--- src/rtl/mem_arb_ctrl_pkg.sv ---
// mem_arb_ctrl_pkg: shared definitions for the byte-serial memory arbiter.
// Holds FSM state encodings, stall vector constants, mem_len encodings,
// the latched transfer descriptor and small byte-lane helpers.
package mem_arb_ctrl_pkg;

  localparam int unsigned AddrW  = 32;
  localparam int unsigned DataW  = 32;
  localparam int unsigned ByteW  = 8;
  localparam int unsigned CntW   = 2;
  localparam int unsigned LenW   = 2;
  localparam int unsigned StallW = 5;

  typedef enum logic [1:0] {
    ST_IDLE = 2'd0,
    ST_XFER = 2'd1,
    ST_LAST = 2'd2,
    ST_DONE = 2'd3
  } state_e;

  typedef enum logic {
    OWN_IF  = 1'b0,
    OWN_MEM = 1'b1
  } owner_e;

  // mem_len encodings; 2'd3 is treated like LEN_4B
  localparam logic [LenW-1:0] LEN_1B = 2'd0;
  localparam logic [LenW-1:0] LEN_2B = 2'd1;
  localparam logic [LenW-1:0] LEN_4B = 2'd2;

  // Hold vectors: bit i holds pipeline register i (pc, if_id, id_ex, ex_mem, mem_wb)
  localparam logic [StallW-1:0] STALL_NONE = 5'b00000;
  localparam logic [StallW-1:0] STALL_IF   = 5'b00011;
  localparam logic [StallW-1:0] STALL_MEM  = 5'b01111;

  // Transfer descriptor captured in IDLE and held for the whole transfer
  typedef struct packed {
    owner_e              owner;
    logic                we;
    logic [CntW-1:0]     last;
    logic [AddrW-1:0]    base;
    logic [DataW-1:0]    wdata;
  } xfer_t;

  // Index of the final byte for a given length code
  function automatic logic [CntW-1:0] len_last_idx(input logic [LenW-1:0] len);
    logic [CntW-1:0] idx;
    case (len)
      LEN_1B:  idx = 2'd0;
      LEN_2B:  idx = 2'd1;
      default: idx = 2'd3;
    endcase
    return idx;
  endfunction

  // Little-endian byte lane extract
  function automatic logic [ByteW-1:0] get_byte(input logic [DataW-1:0] word,
                                                input logic [CntW-1:0]  lane);
    return word[{lane, 3'b000} +: ByteW];
  endfunction

  // Little-endian byte lane insert
  function automatic logic [DataW-1:0] put_byte(input logic [DataW-1:0] word,
                                                input logic [CntW-1:0]  lane,
                                                input logic [ByteW-1:0] b);
    logic [DataW-1:0] w;
    w = word;
    w[{lane, 3'b000} +: ByteW] = b;
    return w;
  endfunction

endpackage

--- src/rtl/mem_arb_ctrl.sv ---
// mem_arb_ctrl: arbitrates an instruction-fetch port (IF) and a load/store
// port (MEM) onto a byte-wide synchronous RAM. Transfers are issued one byte
// per cycle, little-endian; read bytes return the cycle after their address.
//
// Ports:
//   clk, rst                    clock, synchronous active-high reset
//   if_req/if_addr              fetch request (level, 4 bytes)
//   if_rdata/if_done            fetched word, one-cycle completion pulse
//   mem_req/mem_we/mem_addr/
//   mem_wdata/mem_len           load/store request (level), 1/2/4 bytes
//   mem_rdata/mem_done          zero-extended load data, completion pulse
//   ram_addr/ram_wr/ram_dout    RAM byte address, write strobe, write byte
//   ram_din                     RAM read byte (one cycle after ram_addr)
//   stall                       pipeline hold vector (combinational)
//
// Configuration macro MEM_ARB_IF_ABORT_EN: when defined, a MEM request
// arriving during an IF transfer aborts the fetch; the fetch is re-issued
// from byte 0 once MEM has been served.
module mem_arb_ctrl
  import mem_arb_ctrl_pkg::*;
(
  input  logic              clk,
  input  logic              rst,
  // IF side
  input  logic              if_req,
  input  logic [AddrW-1:0]  if_addr,
  output logic [DataW-1:0]  if_rdata,
  output logic              if_done,
  // MEM side
  input  logic              mem_req,
  input  logic              mem_we,
  input  logic [AddrW-1:0]  mem_addr,
  input  logic [DataW-1:0]  mem_wdata,
  input  logic [LenW-1:0]   mem_len,
  output logic [DataW-1:0]  mem_rdata,
  output logic              mem_done,
  // RAM side
  output logic [AddrW-1:0]  ram_addr,
  output logic              ram_wr,
  output logic [ByteW-1:0]  ram_dout,
  input  logic [ByteW-1:0]  ram_din,
  // pipeline hold
  output logic [StallW-1:0] stall
);

`ifdef MEM_ARB_IF_ABORT_EN
  localparam bit IfAbortEn = 1'b1;
`else
  localparam bit IfAbortEn = 1'b0;
`endif

  state_e            state_q, state_d;
  logic [CntW-1:0]   cnt_q, cnt_d;
  xfer_t             xfer_q, xfer_d;
  logic [DataW-1:0]  data_q, data_d;
  logic              rd_pend_q, rd_pend_d;
  logic [CntW-1:0]   rd_lane_q, rd_lane_d;
  logic [AddrW-1:0]  ram_addr_q, ram_addr_d;
  logic              ram_wr_q, ram_wr_d;
  logic [ByteW-1:0]  ram_dout_q, ram_dout_d;
  logic              if_done_q, if_done_d;
  logic              mem_done_q, mem_done_d;
  logic [DataW-1:0]  if_rdata_q, if_rdata_d;
  logic [DataW-1:0]  mem_rdata_q, mem_rdata_d;
  logic [DataW-1:0]  merged_c;
  logic              abort_c;

  // Data register with the byte returning this cycle folded in
  always_comb begin
    merged_c = data_q;
    if (rd_pend_q) begin
      merged_c = put_byte(data_q, rd_lane_q, ram_din);
    end
  end

  // An IF transfer can only be in flight if mem_req was low when it was
  // latched, so any high mem_req seen during it is a new MEM request.
  always_comb begin
    abort_c = IfAbortEn && (xfer_q.owner == OWN_IF) && mem_req;
  end

  // Next-state and registered-output logic
  always_comb begin
    state_d     = state_q;
    cnt_d       = cnt_q;
    xfer_d      = xfer_q;
    data_d      = merged_c;
    rd_pend_d   = 1'b0;
    rd_lane_d   = cnt_q;
    ram_addr_d  = ram_addr_q;
    ram_wr_d    = 1'b0;
    ram_dout_d  = ram_dout_q;
    if_done_d   = 1'b0;
    mem_done_d  = 1'b0;
    if_rdata_d  = if_rdata_q;
    mem_rdata_d = mem_rdata_q;

    case (state_q)
      ST_IDLE: begin
        if (mem_req || if_req) begin
          // MEM has priority over IF
          if (mem_req) begin
            xfer_d.owner = OWN_MEM;
            xfer_d.we    = mem_we;
            xfer_d.last  = len_last_idx(mem_len);
            xfer_d.base  = mem_addr;
            xfer_d.wdata = mem_wdata;
          end else begin
            xfer_d.owner = OWN_IF;
            xfer_d.we    = 1'b0;
            xfer_d.last  = len_last_idx(LEN_4B);
            xfer_d.base  = if_addr;
            xfer_d.wdata = '0;
          end
          state_d    = ST_XFER;
          cnt_d      = '0;
          data_d     = '0;
          // Byte 0 is presented on the RAM port in the first XFER cycle
          ram_addr_d = xfer_d.base;
          ram_wr_d   = xfer_d.we;
          ram_dout_d = get_byte(xfer_d.wdata, '0);
        end
      end

      ST_XFER: begin
        rd_pend_d = !xfer_q.we;
        rd_lane_d = cnt_q;
        if (abort_c) begin
          state_d   = ST_IDLE;
          cnt_d     = '0;
          rd_pend_d = 1'b0;
        end else if (cnt_q == xfer_q.last) begin
          // Reads need one more cycle for the final byte to return
          state_d = xfer_q.we ? ST_DONE : ST_LAST;
        end else begin
          cnt_d      = cnt_q + CntW'(1);
          ram_addr_d = xfer_q.base + AddrW'(cnt_d);
          ram_wr_d   = xfer_q.we;
          ram_dout_d = get_byte(xfer_q.wdata, cnt_d);
        end
      end

      ST_LAST: begin
        if (abort_c) begin
          state_d = ST_IDLE;
          cnt_d   = '0;
        end else begin
          state_d = ST_DONE;
        end
      end

      ST_DONE: begin
        state_d = ST_IDLE;
      end

      default: begin
        state_d = ST_IDLE;
      end
    endcase

    // Completion pulse and result capture coincide with the DONE state
    if (state_d == ST_DONE) begin
      if (xfer_q.owner == OWN_IF) begin
        if_done_d  = 1'b1;
        if_rdata_d = merged_c;
      end else begin
        mem_done_d = 1'b1;
        if (!xfer_q.we) begin
          mem_rdata_d = merged_c;
        end
      end
    end
  end

  // State and output registers
  always_ff @(posedge clk) begin
    if (rst) begin
      state_q     <= ST_IDLE;
      cnt_q       <= '0;
      xfer_q      <= '0;
      data_q      <= '0;
      rd_pend_q   <= 1'b0;
      rd_lane_q   <= '0;
      ram_addr_q  <= '0;
      ram_wr_q    <= 1'b0;
      ram_dout_q  <= '0;
      if_done_q   <= 1'b0;
      mem_done_q  <= 1'b0;
      if_rdata_q  <= '0;
      mem_rdata_q <= '0;
    end else begin
      state_q     <= state_d;
      cnt_q       <= cnt_d;
      xfer_q      <= xfer_d;
      data_q      <= data_d;
      rd_pend_q   <= rd_pend_d;
      rd_lane_q   <= rd_lane_d;
      ram_addr_q  <= ram_addr_d;
      ram_wr_q    <= ram_wr_d;
      ram_dout_q  <= ram_dout_d;
      if_done_q   <= if_done_d;
      mem_done_q  <= mem_done_d;
      if_rdata_q  <= if_rdata_d;
      mem_rdata_q <= mem_rdata_d;
    end
  end

  // Hold vector follows requests until their done pulse
  always_comb begin
    stall = STALL_NONE;
    if (mem_req && !mem_done_q) begin
      stall = STALL_MEM;
    end else if (if_req && !if_done_q) begin
      stall = STALL_IF;
    end
  end

  assign if_rdata  = if_rdata_q;
  assign if_done   = if_done_q;
  assign mem_rdata = mem_rdata_q;
  assign mem_done  = mem_done_q;
  assign ram_addr  = ram_addr_q;
  assign ram_wr    = ram_wr_q;
  assign ram_dout  = ram_dout_q;

endmodule

--- config.mk ---
export PLATFORM = sky130hd
export DESIGN_NAME = mem_arb_ctrl
export DESIGN_NICKNAME = d
export VERILOG_FILES = /design/src/rtl/mem_arb_ctrl_pkg.sv /design/src/rtl/mem_arb_ctrl.sv
export SDC_FILE = /design/constraint.sdc
export NUM_CORES = 1
export LEC_CHECK = 0
export CAP_MARGIN = 20
export CELL_PAD_IN_SITES_DETAIL_PLACEMENT = 1
export CELL_PAD_IN_SITES_GLOBAL_PLACEMENT = 1
export CORE_MARGIN = 8
export CORE_UTILIZATION = 33
export DETAILED_ROUTE_END_ITERATION = 6
export HOLD_SLACK_MARGIN = 0.1
export PLACE_DENSITY_LB_ADDON = 0.1
export SLEW_MARGIN = 40
export SYNTH_ARGS = -nofsm -noshare
export SYNTH_HDL_FRONTEND = slang
export SYNTH_SLANG_ARGS = --single-unit
--- constraint.sdc ---
create_clock -name clk -period 2.7 [get_ports clk]
set_input_delay 0.81 -clock clk [delete_from_list [all_inputs] [get_ports clk]]
set_output_delay 0.81 -clock clk [all_outputs]
set_load 0.1 [all_outputs]
# Yosys cells after proc, flatten, opt, wreduce, memory -nomap -nowiden
# Index checks and enable logic that the tools add are counted.
dict set report word_totals {
  word_cells 76
  out_inout_bits 112
  input_bits 111
  ff_bits 214
}
dict set report op_classes {
  addsub 3
  n_shift 3
  mux 26
  bitwise_logic 4
  eq_ne 8
  n_reduce_logical 15
}
# operator n
set op_table {}
lappend op_table {{2-to-1 mux 32 bit} 5}
lappend op_table {{2-to-1 mux 68 bit} 1}
lappend op_table {{case mux 32 bit (2 select lines)} 1}
lappend op_table {{adder 32 x 2 -> 32 bit} 1}
lappend op_table {{bitwise mux 32 bit} 1}
lappend op_table {{variable shift 8 x 7 -> 32 bit (first input constant)} 1}
lappend op_table {{indexed part select 32 x 6 -> 8 bit} 1}
lappend op_table {{indexed part select 8 x 7 -> 32 bit} 1}
lappend op_table {{2-to-1 mux 8 bit} 2}
lappend op_table {{case mux 8 bit (2 select lines)} 1}
lappend op_table {{2-to-1 mux 2 bit} 5}
lappend op_table {{case mux 2 bit (2 select lines)} 2}
lappend op_table {{case mux 2 bit (4 select lines)} 1}
lappend op_table {{negation 5 -> 7 bit} 1}
lappend op_table {{== test 2 bit (second input constant)} 3}
lappend op_table {{AND reduction 3 bit} 2}
lappend op_table {{2-to-1 mux 1 bit} 5}
lappend op_table {{== test 2 x 1 -> 1 bit (second input constant)} 2}
lappend op_table {{logical NOT 2 bit} 2}
lappend op_table {{2-to-1 mux 4 bit} 1}
lappend op_table {{inequality test 2 bit (second input constant)} 2}
lappend op_table {{NOT 1 bit} 4}
lappend op_table {{AND reduction 2 bit} 2}
lappend op_table {{OR reduction 2 bit} 2}
lappend op_table {{7 further kinds} 10}

# Depth between registers and ports, before layout
dict set report logic_depth {
  depth_word 6
  ltp_mapped 9
  ltp_nobuf 8
}

# Least setup slack after synthesis
# Ideal clock, no wire load.
dict set report synth_path {
  path_kind {input-to-output}
  start {input port mem_req}
  end {output port stall[1]}
  slack_ns -1.456
  stages 5
  t_required_ns 1.890
  t_arrival_ns 3.346
  path_buffers 3
  cell_sequence {clkbuf_1 > inv_1 > clkbuf_1 > o22ai_1 > buf_4}
}
dict set report synth_between {
  elab_chain_cells 2
}
# item line_no
set synth_lines {}
lappend synth_lines {{from (decl)} mem_arb_ctrl.sv:30} ;# input logic mem_req,
lappend synth_lines {{logical AND 1 bit} mem_arb_ctrl.sv:211} ;# if (mem_req && !mem_done_q) begin
lappend synth_lines {{2-to-1 mux 4 bit} mem_arb_ctrl.sv:211}
lappend synth_lines {{to (decl)} mem_arb_ctrl.sv:43} ;# output logic [StallW-1:0] stall
# No other way between the ends.

# Worst setup path in the final report
dict set report layout_path {
  start {input port if_req}
  end {output port stall[1]}
}
dict set report layout_between {
  elab_chain_cells 3
}
# item line_no
set layout_lines {}
lappend layout_lines {{from (decl)} mem_arb_ctrl.sv:25} ;# input logic if_req,
lappend layout_lines {{logical AND 1 bit} mem_arb_ctrl.sv:213} ;# end else if (if_req && !if_done_q) begin
lappend layout_lines {{2-to-1 mux 2 bit} mem_arb_ctrl.sv:213}
lappend layout_lines {{2-to-1 mux 4 bit} mem_arb_ctrl.sv:211}
# No other way between the ends.

==> flow_summary.yaml <==
yosys:
  yosys_warnings: 0
  synthTopCellsByArea: "dfxtp_1 49%, a211oi_1 7.0%, nor2_1 6.7%"
  synthCells: 939
  yosys.cell_types.count: 60
  ys_ff_latch: 214
  syn_area_mm2: 0.00876
  synth_fp_nets: 1058
  synth_flop_cell: "dfxtp_1"
  async_reset_ff_frac: 0
  yosysTopAreaCell: "dfxtp_1"
  avgSynthCellArea_um2: 9.33
  synth_top_area_share: 0.489
  seq_area_frac_synth: 0.489
  synth-edff-count: 0
worst_setup_path:
  slowest_stage: "clkdlybuf4s50_1"
  reg2reg_slack_ns: 0.23
  rr_worst_depth: 10
  worst-path-max-fanout: 2
  r2r-end: "ram_addr[29]"
  critPathCapture: "stall[1]"
  arrival_ns: 1.78
  cp-start-kind: "input port"
  crit_cells: 4
  crit_type: "input port to primary output"
  cpLargestDelayFamily: "buffers and inverters"
  r2r-start: "cnt_q[0]"
  path_cells: "clkdlybuf4s50_1, inv_1, o22ai_4, buf_12"
  cp-end-kind: "primary output"
  cpPeakStageDelay_ns: 0.48
  worstPathRequired_ns: 1.89
  path_buf_inv: 3
  crit_start: "if_req"
sta:
  max_freq_ghz: 0.385
  min_period_over_period: 0.961
  rsz0062_at_grt: "false"
  worstMarginPinSlew_ns: 0.779
  slew_violations: 0
  period_needed_ns: 2.59
  setup_slack_ns: 0.106
  hold_viol_final: 0
  setup_violations: 0
  fin_skew_ns: 0.00693
  relSlewSlack: 0.480
clocking:
  cts_made_buffers: 25
  htreeDepth: 1
  clock_latency_ns: 0.52
  cts_resized: 0
  cts_tree: "yes"
  cts_setup_buffers: 0
  postCtsHoldBufs: 0
  cts.sinks: 214
  root_buffer: "clkbuf_16"
  path_clk_slew_ns: 0.06
  clockBufferDepth: 3
pwr:
  swShare: 0.436
  switchingPower_mw: 5.38
  clockPowerShare: 0.271
  combPwrFrac: 0.398
  seqPwrFrac: 0.331
  p_int_mw: 6.97
  power_density_mw_per_mm2: 1030
  finalPower_mw: 12.4
  leakage_nw: 4.58
  vdd_drop_max_mv: 0.598
routing:
  vias: 7763
  drt-total-wl_um: 28500
  route.detailed.drc: 0
  ant_nets: 0
  drt_first_pass_iters: 5
  wire_per_inst_um: 19.0
  via_per_inst: 5.18
  drt_iter0_markers: 277
finish:
  design_area_mm2: 0.0120
  fillers: 3005
  final_common_cell: "dfxtp_1"
  n_antenna_cell: 0
  syn2layout_area_growth_pct: 36.9
  final_cell_mix: "214 x dfxtp_1, 153 x nor2_1, 136 x buf_4, 108 x clkdlybuf4s50_1, 82 x a211oi_1"
  nets: 1265
  final_layout_size_suffix_gt1_frac: 0.193
  utilization: 0.460
grt:
  grt_usage: 0.173
  grt_max_degree: 46
  antenna_found_initial: 2
  globalRouteOverflowTotal: 0
  grt_pass1_vias: 8109
  grt_first_pass_wirelength_um: 45000
floorplanning:
  core_area_mm2: 0.0261
  pin_count: 223
  die_h_um: 179
  initial_core_util: 0.336
  fp-row-count: 59
  dieWidth_um: 179
  die_area_mm2: 0.0320
place:
  place.gp.congestion: 0.777
  place_area_mm2: 0.0112
  hpwl_um: 20700
  io_buffers: 221
  dp_slack_ns: 0.0351
hold_path:
  min_path_type: "flop to flop"
flow_run:
  maxCapViolations: 0
run_status:
  outcome: "complete, no violations"
[through the flow]
step / setup TNS [ns] / instances / hold WS, ns
after floorplan: -0.0829 / 939 / 0.444
after global placement: 0 / 1454 / 0.443
after detailed placement: 0 / 1454 / 0.449
after CTS: 0 / 1498 / 0.458
after global routing: 0 / 1498 / 0.478
final: 0 / 1498 / 0.452
[layer usage]
metal	up-vias	global-route usage	routed length [um]
li1	3821	-	-
met1	3741	0.234	13200
met2	172	0.280	13200
met3	25	0.0398	1790
met4	4	0.0307	306
met5	-	0	27
[worst register-to-register path, cell delays in order, from the launching register on]
cell	delay [ns]
dfxtp_1	0.48
xor2_1	0.15
buf_4	0.16
ha_1	0.26
a21oi_1	0.07
buf_4	0.16
nor4_2	0.13
buf_4	0.26
nand4_1	0.13
xor2_1	0.17
a2111oi_1	0.38
[layout make-up]
| class | count | area (um2) | share of cell area |
|---|---|---|---|
| Clock buffer | 37 | 751 | 0.0626 |
| Clock inverter | 7 | 77.6 | 0.00647 |
| Inverter | 8 | 35.0 | 0.00292 |
| Multi-Input combinational cell | 644 | 4170 | 0.347 |
| Sequential cell | 214 | 4280 | 0.357 |
| Tap cell | 335 | 419 | 0.0349 |
| Timing Repair Buffer | 253 | 2270 | 0.189 |
[kinds of logic after synthesis]
family,Yosys count,synth area share
AO/OA/AOI/OAI,261,0.216
XOR/XNOR,28,0.0280
adder cells (fa/ha/maj),8,0.0123
buffers and inverters,81,0.0413
flip-flops,214,0.489
multiplexers,31,0.0471
other,1,0.000428
AND/OR/NAND/NOR,315,0.166
[cells in the mapped netlist (15+ instances only)]
cell / n
nor3_1: 19
mux2i_1: 21
buf_2: 16
a22o_1: 32
nand2_1: 67
a22oi_1: 32
dfxtp_1: 214
a21oi_1: 47
xor2_1: 25
nor2_1: 157
clkbuf_1: 47
o21ai_0: 15
nand3_1: 30
a211oi_1: 82
[flip-flops by register name (all words and copies together) (netlist names), 2 cells and up]
name / count
cnt_q: 2
data_q: 32
if_rdata: 32
mem_rdata: 32
ram_addr: 32
ram_dout: 8
rd_lane_q: 2
state_q: 2
xfer_q: 68
[power groups by stage]
| stage | logic [mW] | clock network, mW | registers [mW] |
|---|---|---|---|
| global route | 5.23 | 3.58 | 4.16 |
| global placement | 4.91 | 0 | 4.14 |
| floorplan | 1.58 | 0 | 6.17 |
| finish | 4.92 | 3.35 | 4.09 |
| detailed placement | 4.97 | 0 | 4.15 |
| CTS | 4.98 | 3.47 | 4.09 |
[worst min path at each step]
| stage | from | end | slack, ns | cells past startpoint |
|---|---|---|---|---|
| floorplan | xfer_q[24] | xfer_q[24] | 0.44 | 1 |
| detailed placement | ram_addr[9] | ram_addr[9] | 0.45 | 2 |
| CTS | ram_addr[9] | ram_addr[9] | 0.46 | 2 |
| finish | ram_addr[9] | ram_addr[9] | 0.45 | 2 |
| global placement | ram_addr[1] | ram_addr[1] | 0.44 | 2 |
| global route | ram_addr[3] | ram_addr[3] | 0.48 | 2 |
Power figures use the tool's default switching activity.
